**config.mk**
```make
export PLATFORM = sky130hd
export DESIGN_NAME = gcd_initiator
export DESIGN_NICKNAME = d
export VERILOG_FILES = /design/src/rtl/gcd_pkg.sv /design/src/rtl/gcd_vec_rom.sv /design/src/rtl/gcd_initiator.sv
export SDC_FILE = /design/constraint.sdc
export NUM_CORES = 1
export LEC_CHECK = 0
export BUFFER_PORTS_ARGS = -buffer_cell sky130_fd_sc_hd__buf_2
export CAP_MARGIN = 5
export CORE_UTILIZATION = 48
export CTS_CLUSTER_DIAMETER = 40
export DETAILED_ROUTE_END_ITERATION = 10
export PLACE_DENSITY = 0.72
export SLEW_MARGIN = 20
export SYNTH_ARGS = -nofsm -noshare
export SYNTH_HDL_FRONTEND = slang
export SYNTH_SLANG_ARGS = --single-unit
```
**constraint.sdc**
```tcl
create_clock -name clk -period 1.91 [get_ports clk]
set_clock_uncertainty 0.2 [all_clocks]
set_input_delay 0.0955 -clock clk [delete_from_list [all_inputs] [get_ports clk]]
set_output_delay 0.0955 -clock clk [all_outputs]
set_load 0.1 [all_outputs]
```
**src/rtl/gcd_pkg.sv**
```systemverilog
// Shared definitions for the GCD self-test initiator: FSM states, sizes and the
// fixed operand/expected-result table.
package gcd_pkg;
    localparam int WIDTH   = 4;
    localparam int NUM_VEC = 8;
    localparam int IDX_W   = $clog2(NUM_VEC);

    typedef enum logic [2:0] {
        S_IDLE,
        S_ISSUE,
        S_WAIT,
        S_CHECK,
        S_DONE
    } state_t;

    localparam logic [WIDTH-1:0] VEC_X [NUM_VEC] = '{4'd12, 4'd15, 4'd9, 4'd7, 4'd10, 4'd14, 4'd15, 4'd13};
    localparam logic [WIDTH-1:0] VEC_Y [NUM_VEC] = '{4'd8,  4'd5,  4'd6, 4'd3, 4'd10, 4'd4,  4'd15, 4'd11};
    localparam logic [WIDTH-1:0] VEC_E [NUM_VEC] = '{4'd4,  4'd5,  4'd3, 4'd1, 4'd10, 4'd2,  4'd15, 4'd1};
endpackage

```
**src/rtl/gcd_vec_rom.sv**
```systemverilog
// Combinational vector table: index -> operands and expected GCD.
module gcd_vec_rom
    import gcd_pkg::*;
(
    input  logic [IDX_W-1:0] idx,
    output logic [WIDTH-1:0] x,
    output logic [WIDTH-1:0] y,
    output logic [WIDTH-1:0] expected
);
    always_comb begin
        x        = VEC_X[idx];
        y        = VEC_Y[idx];
        expected = VEC_E[idx];
    end
endmodule

```
**src/rtl/gcd_initiator.sv**
```systemverilog
// Self-test initiator: walks the vector table through the GCD core, one go per
// vector, and tallies matches, mismatches and timeouts. All outputs registered.
module gcd_initiator
    import gcd_pkg::*;
#(
    parameter int TIMEOUT = 255
) (
    input  logic             clk,
    input  logic             clr,
    input  logic             start,
    output logic [WIDTH-1:0] x_o,
    output logic [WIDTH-1:0] y_o,
    output logic             go_o,
    input  logic             done_i,
    input  logic [WIDTH-1:0] gcd_i,
    output logic [WIDTH-1:0] result_o,
    output logic [IDX_W-1:0] vec_idx,
    output logic             busy,
    output logic             finished,
    output logic [3:0]       pass_cnt,
    output logic [3:0]       fail_cnt,
    output logic             timeout
);
    localparam logic [7:0] TMO = 8'(TIMEOUT);

    state_t           state_q, state_d;
    logic [7:0]       cnt_q;
    logic             vec_tmo_q;
    logic [WIDTH-1:0] exp_q;
    logic [IDX_W-1:0] rom_idx;
    logic [WIDTH-1:0] rom_x, rom_y, rom_e;

    // Only two places load operands: run start (vector 0) and CHECK (next vector).
    assign rom_idx = (state_q == S_CHECK) ? vec_idx + 3'd1 : '0;

    gcd_vec_rom u_rom (
        .idx      (rom_idx),
        .x        (rom_x),
        .y        (rom_y),
        .expected (rom_e)
    );

    always_comb begin
        state_d = state_q;
        case (state_q)
            S_IDLE, S_DONE: if (start) state_d = S_ISSUE;
            S_ISSUE:        state_d = S_WAIT;
            S_WAIT:         if (done_i || cnt_q == TMO) state_d = S_CHECK;
            S_CHECK:        state_d = (vec_idx == IDX_W'(NUM_VEC - 1)) ? S_DONE : S_ISSUE;
            default:        state_d = S_IDLE;
        endcase
    end

    always_ff @(posedge clk) begin
        if (clr) begin
            state_q   <= S_IDLE;
            cnt_q     <= '0;
            vec_tmo_q <= 1'b0;
            exp_q     <= '0;
            x_o       <= '0;
            y_o       <= '0;
            go_o      <= 1'b0;
            result_o  <= '0;
            vec_idx   <= '0;
            busy      <= 1'b0;
            finished  <= 1'b0;
            pass_cnt  <= '0;
            fail_cnt  <= '0;
            timeout   <= 1'b0;
        end else begin
            state_q <= state_d;
            go_o    <= (state_d == S_ISSUE);
            case (state_q)
                S_IDLE, S_DONE: begin
                    if (start) begin
                        pass_cnt <= '0;
                        fail_cnt <= '0;
                        timeout  <= 1'b0;
                        result_o <= '0;
                        finished <= 1'b0;
                        vec_idx  <= '0;
                        busy     <= 1'b1;
                        x_o      <= rom_x;
                        y_o      <= rom_y;
                        exp_q    <= rom_e;
                    end
                end
                S_ISSUE: begin
                    cnt_q     <= '0;
                    vec_tmo_q <= 1'b0;
                end
                S_WAIT: begin
                    // A response landing on the timeout cycle still counts as a response.
                    if (done_i) begin
                        result_o <= gcd_i;
                    end else if (cnt_q == TMO) begin
                        timeout   <= 1'b1;
                        vec_tmo_q <= 1'b1;
                    end else begin
                        cnt_q <= cnt_q + 8'd1;
                    end
                end
                S_CHECK: begin
                    if (!vec_tmo_q && result_o == exp_q) pass_cnt <= pass_cnt + 4'd1;
                    else                                 fail_cnt <= fail_cnt + 4'd1;
                    if (vec_idx == IDX_W'(NUM_VEC - 1)) begin
                        busy     <= 1'b0;
                        finished <= 1'b1;
                    end else begin
                        vec_idx <= vec_idx + 3'd1;
                        x_o     <= rom_x;
                        y_o     <= rom_y;
                        exp_q   <= rom_e;
                    end
                end
                default: ;
            endcase
        end
    end
endmodule
```
Yosys cells after proc, flatten, opt, wreduce, memory -nomap -nowiden
Memory sizes are Yosys's and may differ from the RTL's.
Cells that the tools add are included.
{ "totals": {"register_bits": 43, "rom_bits": 96, "inputBits": 8, "output_inout_bits": 27, "wordCells": 99, "mem_count": 3} }
{ "mem_list": {"columns": ["name", "words", "word_bits", "read_ports", "rd_clocked_by_memory_dff", "wr", "line", "rtl"], "rows": [
  ["(name not given)", 8, 4, 1, 0, 0, "gcd_vec_rom.sv:13", "expected = VEC_E[idx];"],
  ["(name not given)", 8, 4, 1, 0, 0, "gcd_vec_rom.sv:11", "x = VEC_X[idx];"],
  ["(name not given)", 8, 4, 1, 0, 0, "gcd_vec_rom.sv:12", "y = VEC_Y[idx];"]
]} }
{ "classes": {"addsub": 4, "n_lt_le_gt_ge": 1, "eq_ne": 17, "muxes": 43, "n_bitwise": 1, "n_reduce_logical": 16} }
{ "ops": {"columns": ["cell", "count"], "rows": [
  ["$mux 4", 16],
  ["$pmux 4 s2", 6],
  ["$reduce_and 3->1", 7],
  ["$mux 3", 6],
  ["$mux 8", 2],
  ["$pmux 8 s2", 1],
  ["$ne 2x2->1 const B", 7],
  ["$pmux 3 s4", 1],
  ["$add 4x1->4 const B", 2],
  ["$add 8x1->8 const B", 1],
  ["$eq 8x8->1 const B", 1],
  ["$pmux 1 s2", 4],
  ["$eq 3x1->1 const B", 2],
  ["$eq 3x2->1 const B", 2],
  ["$eq 3x3->1 const B", 2],
  ["$mux 1", 6],
  ["$pmux 3 s2", 1],
  ["$reduce_bool 2->1", 3],
  ["$eq 4x4->1", 1],
  ["$ge 4x4->1 const B", 1],
  ["$ne 2x1->1 const B", 2],
  ["$not 3->4", 1],
  ["$reduce_and 4->1", 1],
  ["$add 3x1->3 const B", 1],
  ["other kinds (5)", 5]
]} }

Depth between registers and ports, before layout
Gate-level depths: netlist (run 1).
{ "logic_depth": {"depth_word": 8, "ltp_mapped": 8, "ltp_nobuf": 7} }

Hierarchy
A second synthesis (run 1) with hierarchy kept.
{ "hier_totals": {"hier_cells": 250, "area_unflattened_um2": 2245.9} }
{ "modules_own_cells": {"columns": ["module", "instances", "cells_per_inst", "area_each_um2", "seq_area_each_um2"], "rows": [
  ["gcd_initiator", 1, 227, 2069.5, 860.8],
  ["gcd_vec_rom", 1, 23, 176.4, 0.0]
]} }

Least setup slack after synthesis (run 1)
Ideal clock, no wire load.
{ "synth_timing": {"kind": "reg2reg", "start": "reg vec_idx[0]", "end": "reg exp_q[3]", "setup_ns": 0.070, "arrival_time_ns": 2.376, "t_required_ns": 1.640, "setup_slack_ns": -0.736, "path_stages_with_launch": 7, "n_path_buf": 1, "period_less_slack_ns": 2.646, "cell_sequence": "dfxtp_1 ha_1 ha_1 clkbuf_1 nand4b_1 or3_1 a21oi_1"} }
{ "synth_between": {"elab_chain_cells": 8, "elab_cells_between_ends": 12, "classes_between": "add/sub (1); eq/ne (2); mux (6); bitwise (1); reduce/logical (1); memory (1)"} }
{ "synth_lines": {"columns": ["element", "line", "rtl"], "rows": [
  ["start: declaration", "gcd_initiator.sv:17", "output logic [IDX_W-1:0] vec_idx,"],
  ["start signal: assignment", "gcd_initiator.sv:110", "vec_idx <= vec_idx + 3'd1;"],
  ["$add 3x1->3", "gcd_initiator.sv:34", "assign rom_idx = (state_q == S_CHECK) ? vec_idx + 3'd1 : '0;"],
  ["$mux 3", "gcd_initiator.sv:34", null],
  ["$not 3->4 (implied by the code)", "gcd_vec_rom.sv:13", null],
  ["$mem_v2 8x4", null, null],
  ["$mux 4 (implied by the code) (2 in series)", "gcd_vec_rom.sv:13", null],
  ["$mux 4 (on tied branches)", "gcd_initiator.sv:106, gcd_initiator.sv:75", null],
  ["$pmux 4 s2", "gcd_initiator.sv:73", "case (state_q)"],
  ["end signal: assignment", "gcd_initiator.sv:85", "exp_q <= rom_e;"],
  ["end signal: assignment", "gcd_initiator.sv:113", "exp_q <= rom_e;"],
  ["end: declaration", "gcd_initiator.sv:29", "logic [WIDTH-1:0] exp_q;"]
]} }
Parallel ways exist; a longest one is shown, timed or not. The select of a mux whose other input is x is not followed.
A chain may end at the register's enable or synchronous reset.

Worst setup path after layout (run 1)
{ "layout_timing": {"start": "reg vec_idx[1]", "end": "reg exp_q[3]"} }
Same word-level chain as after synthesis.

==> qor.yml, run 1 <==
finalWirelength_um: 5123
synthTopCellsByArea: "dfxtp_1, a21oi_1, ha_1"
wl_met1_um: 2514
slew-limit-headroom_pct: 67.38
rsz0062_at_grt: "no"
route.met3.wl_um: 195
critPathArrivalTime_ns: 1.86
postLayoutCoreUtil_pct: 65.00
power_leakage_uw: 0.001120
die_x_um: 68.10
worstMarginPinSlew_ns: 0.4926
cts_root_buffer: "clkbuf_8"
drive_above_1_share_pct: 27.81
insertion_delay_ns: 0.29
total_power_uw: 2083
cts_buffers: 5
cts.clk_slew.worst_paths_ns: 0.08
crit_fanout: 4
routedWlPerCell_um: 14.55
grt_pass1_vias: 1788
finalCritPeriodShare_pct: 96.17
most-common-layout-cells: "buf_2, dfxtp_1, nand2_1"
yosysWarnings: 0
status: "complete, no violations"
slew_violations: 0
yosysSeqAreaShare_pct: 40.10
grt_overflow: 0
clock_sinks: 42
synth_top_area_share_pct: 40.10
io_buffers: 34
htreeDepth: 2
r2r_cells: 6
grt_max_degree: 21
initial_core_util_pct: 51.32
syn_area_per_cell_um2: 8.524
drt_pass1_iterations: 4
via_per_inst: 5.625
synthesis.area_mm2: 0.002097
cp.required_ns: 1.93
grt_first_pass_wirelength_um: 8121
min_period_ns: 1.837
p_per_area_mw_per_mm2: 784.2
floorplan.core_area_mm2: 0.004086
final_common_cell: "buf_2"
seq_area_um2: 868.3
cts_max_path_buffers: 2
ys_ff_latch: 42
grt_usage_pct: 23.65
vdd_ir_drop_max_v: 0.0003923
ios: 35
crit_path_end_kind: "flop"
setup_viol: 0
areaGrowthSynthToFinish_pct: 26.67
place.gp.congestion: 0.8583
drc_errors: 0
synth_edf_count: 0
nets: 319
path_class: "flop to flop"
detail-route-antenna-nets: 0
hold_depth: 4
insertedDiodeCount: 0
antenna_found_initial: 0
cts_tree: "built"
die-area_mm2: 0.004637
top_layer_used: "met4"
hold_viol: 0
routed-via-count: 1980
yosys.area.top_type: "dfxtp_1"
drt_iter0_drc: 88
core.rowCount: 23
synthesis.nets: 264
startpoint_type: "flop"
fill_cells: 360
ys.flop_type: "dfxtp_1"
wl_met2_um: 2352
cap_violations: 0
ys_types: 49
worst_hold_path_type: "primary input to flop"
syn_inst: 246
die_h_um: 68.10
async_flop_share_pct: 0
max_freq_mhz: 544.4
multi_input_area_mm2: 0.001212
dp.final_hpwl_um: 3555
-- metal layers --
metal / vias up / global-route usage (%)
li1: 1002 / -
met1: 932 / 31.64
met2: 40 / 37.62
met3: 6 / 5.333
met4: 0 / 7.031
met5: - / 0
-- cells by family after synthesis --
group | share of synthesized area, %
AOI/OAI and AO/OA | 16.35
xor gates and xnor gates | 4.176
adders and majority gates | 5.967
buffers and inverters | 4.296
DFF | 40.10
muxes | 2.506
and+or+nand+nor | 26.61
-- critical path, cell delays in order (launching register included) --
cell and delay [ns]:
dfxtp_4 0.36, ha_4 0.17, ha_4 0.17, nand4bb_4 0.23, and2_4 0.18, or3_1 0.32
a21oi_1 0.14
-- through the flow --
stage	cell area, um2	setup WS [ns]	cells	hold WS [ns]	setup TNS (ns)
2_1_floorplan	2160	-0.09791	246	0.02118	-0.1548
3_3_place_gp	2484	0.1170	338	0.1298	0
3_5_place_dp	2484	0.07293	338	0.1313	0
4_1_cts	2634	0.03602	352	0.008070	0
5_1_grt	2656	0.02053	352	0.03765	0
6_report	2656	0.07323	352	0.01447	0
-- final timing paths --
| kind | startpoint | slack, ns | end |
|---|---|---|---|
| worst max register to register | vec_idx[1] | 0.07 | exp_q[3] |
| worst min register to register | x_o[2] | 0.25 | x_o[2] |
| worst max-delay path | vec_idx[1] | 0.07 | exp_q[3] |
| worst min-delay path | done_i | 0.01 | timeout |
-- cell type report --
cell class | instances | area share, %
Sequential cell | 42 | 32.69
Tap cell | 50 | 2.355
Inverter | 4 | 0.5652
Multi-Input combinational cell | 186 | 45.64
Timing Repair Buffer | 62 | 15.36
Clock buffer | 6 | 3.109
Clock inverter | 2 | 0.2826
-- report_power, final --
part / switching (uW) / leakage [uW] / internal, uW / total [uW]
clock network: 287 / 0.0000463 / 284 / 572
logic: 398 / 0.000726 / 170 / 568
registers: 34.1 / 0.000347 / 909 / 943
-- flip-flops by register name, summed over array words and instances (netlist names) --
name and flops:
timeout 1, state_q 3, fail_cnt 4, vec_tmo_q 1
busy 1, vec_idx 3, go_o 1, result_o 4
exp_q 3, y_o 4, x_o 4, finished 1
cnt_q 8, pass_cnt 4
-- synth_stat cells, types with 3 or more instances --
| cell | number |
|---|---|
| o311ai_0 | 3 |
| nand4_1 | 5 |
| a21oi_1 | 28 |
| nand2_1 | 30 |
| and2_1 | 3 |
| clkbuf_1 | 5 |
| buf_4 | 3 |
| ha_1 | 10 |
| inv_1 | 4 |
| xnor2_1 | 4 |
| and3_1 | 5 |
| nor3_1 | 5 |
| nor2_1 | 19 |
| xor2_1 | 6 |
| nand3_1 | 19 |
| o211ai_1 | 8 |
| dfxtp_1 | 42 |
| or3_1 | 3 |
| mux2i_1 | 3 |
| buf_2 | 3 |
-- timing repair --
action / in CTS / in global routing
buffers inserted: 0 / 0
setup endpoints to repair: 0 / 4
hold endpoints to repair: 10 / 0
hold buffers: 6 / 0
resized for setup: 0 / 4
Power figures use the tool's default switching activity.
==> run 2: changes to the inputs <==
--- a/config.mk
+++ b/config.mk
@@ -7,10 +7,9 @@
 export LEC_CHECK = 0
 export BUFFER_PORTS_ARGS = -buffer_cell sky130_fd_sc_hd__buf_2
 export CAP_MARGIN = 5
-export CORE_UTILIZATION = 48
+export CORE_UTILIZATION = 40
 export CTS_CLUSTER_DIAMETER = 40
 export DETAILED_ROUTE_END_ITERATION = 10
-export PLACE_DENSITY = 0.72
 export SLEW_MARGIN = 20
 export SYNTH_ARGS = -nofsm -noshare
 export SYNTH_HDL_FRONTEND = slang
==> constraint.sdc (replaced) <==
create_clock -name clk -period 1.7 [get_ports clk]
set_clock_uncertainty 0.2 [all_clocks]
set_input_delay 0.085 -clock clk [delete_from_list [all_inputs] [get_ports clk]]
set_output_delay 0.085 -clock clk [all_outputs]
set_load 0.1 [all_outputs]
==> run 2 against run 1 <==
  * The flow now finishes with violations (negative setup slack)
  * Setup slack lost 0.12 ns
  * Core utilization shrank 4.1 points
  * Global-route usage shrank 3.6 points
  * Cell count grew 9.9%
  * Critical path depth shrank 1
  * Flip-flop and latch count is the same
  * Count of clock-buffer cells in the layout is the same
  * Via count grew 1.4%
  * Routed wire length grew 3.9%
  * Cell area grew 12%
  * Critical endpoint unchanged
==> qor.yml, run 2 (synthesis results as in run 1) <==
hold_viol: 0  # unchanged
dp.final_hpwl_um: 3680  # +3.5%
startpoint_type: "flop"
rsz0062_at_grt: "yes"
min_period_ns: 1.746  # -0.09116 ns
worstMarginPinSlew_ns: 0.4930  # +0.0003619 ns
crit_fanout: 5  # +1
slew_violations: 0  # unchanged
final_common_cell: "buf_2"
drt_pass1_iterations: 4  # unchanged
finalWirelength_um: 5325  # +3.9%
io_buffers: 34  # unchanged
floorplan.core_area_mm2: 0.004880  # +19%
critPathArrivalTime_ns: 1.78  # -0.08 ns
areaGrowthSynthToFinish_pct: 41.77
grt_overflow: 0  # unchanged
core.rowCount: 25  # +8.7%
clock_sinks: 42  # unchanged
max_freq_mhz: 572.9  # +5.2%
worst_hold_path_type: "primary input to flop"
via_per_inst: 5.186  # -7.8%
cts_tree: "built"
grt_pass1_vias: 1825  # +2.1%
p_per_area_mw_per_mm2: 799.5  # +2.0%
die_x_um: 74.41  # +9.3%
holdWs_ns: 0.04273  # +0.02826 ns
stdcell_count: 387  # +9.9%
power_leakage_uw: 0.001220  # +9.0%
cts_max_path_buffers: 2  # unchanged
place.gp.congestion: 0.7520  # -12%
cp.required_ns: 1.73  # -0.20 ns
vdd_ir_drop_max_v: 0.0005021  # +28%
grt_first_pass_wirelength_um: 8493  # +4.6%
largest_reg_flops: 8  # unchanged
nets: 337  # +5.6%
die-area_mm2: 0.005536  # +19%
cts_root_buffer: "clkbuf_8"
grt_max_degree: 23  # +9.5%
initial_core_util_pct: 42.97  # -8.3 points
insertion_delay_ns: 0.29  # about the same
top_register: "cnt_q"
dp_slack_ns: -0.06306  # -0.1360 ns
finalCritPeriodShare_pct: 102.7  # +6.5 points
numPlacedInstances: 365  # +8.0%
routedWlPerCell_um: 13.76  # -5.5%
cts.clk_slew.worst_paths_ns: 0.08  # about the same
violations: "negative setup slack"
antenna_found_initial: 0  # unchanged
drc_errors: 0  # unchanged
drt_iter0_drc: 52  # -41%
status: "complete, but fails checks"
fill_cells: 469  # +30%
grt_usage_pct: 20.05  # -3.6 points
cts_buffers: 5  # unchanged
path_class: "flop to flop"
routed-via-count: 2007  # +1.4%
die_h_um: 74.41  # +9.3%
crit_path_end_kind: "flop"
slew-limit-headroom_pct: 67.36  # about the same
ios: 35  # unchanged
drive_above_1_share_pct: 42.81  # +15 points
htreeDepth: 2  # unchanged
insertedDiodeCount: 0  # unchanged
setup_viol: 6  # +6
cap_violations: 0  # unchanged
worst_slack_ns: -0.04561  # -0.1188 ns
most-common-layout-cells: "buf_2, buf_4, nand2_1"
detail-route-antenna-nets: 0  # unchanged
-- run 2: power by group --
part	internal [uW]	switching, uW
sequential	1020	31.9
clock	283	337
combinational	234	471
-- run 2: cell type report --
cell class / instances / area (um2) / share of cell area [%]
multi-input combinational: 186 / 1370 / 46.09
sequential: 42 / 882.1 / 29.67
timing repair buffer: 80 / 540.5 / 18.18
tap: 67 / 83.83 / 2.820
clock buffer: 6 / 72.57 / 2.441
inverter: 4 / 15.01 / 0.5051
clock inverter: 2 / 8.758 / 0.2946
-- run 2: critical path: stages (launching register included) --
cell      delay, ns
dfxtp_4        0.36
ha_4           0.16
ha_4           0.25
nand4b_1       0.19
or3_1          0.42
a21oi_2        0.11
-- run 2: stage by stage --
stage | util (%) | setup TNS, ns | total power (uW) | cell area [um2]
after global routing | 60.92 | -0.9586 | 2490 | 2973
after CTS | 57.44 | -0.1624 | 2361 | 2803
final | 60.92 | -0.1564 | 2377 | 2973
after floorplan | - | -1.838 | 1568 | 2261
after detailed placement | 54.38 | -0.1462 | 1719 | 2654
after global placement | 54.38 | -0.01707 | 1717 | 2654
-- run 2: path summary, 6_finish.rpt --
check,from,endpoint,slack [ns],depth (start not counted)
worst max-delay path,vec_idx[1],exp_q[3],-0.05,5
worst min-delay path,done_i,state_q[0],0.04,4
worst max register to register,vec_idx[1],exp_q[3],-0.05,5
worst min register to register,x_o[2],x_o[2],0.26,2
-- run 2: per-layer routing --
layer / share of wire (%) / up-vias / GRT usage (%)
met5: 0 / - / 0
met4: 1.1 / 0 / 7.338
met3: 3.0 / 5 / 4.065
met2: 46 / 38 / 32.03
met1: 50 / 930 / 26.77
li1: - / 1034 / -
-- run 2: what timing repair did --
| item | 4_1_cts | 5_1_grt |
|---|---|---|
| gates cloned | 0 | 2 |
| gates resized for setup | 3 | 29 |
| buffers inserted | 0 | 6 |
| hold endpoints to repair | 8 | 0 |
| hold buffers | 6 | 0 |
| endpoints found under the setup margin | 11 | 23 |
| pin swaps | 2 | 16 |
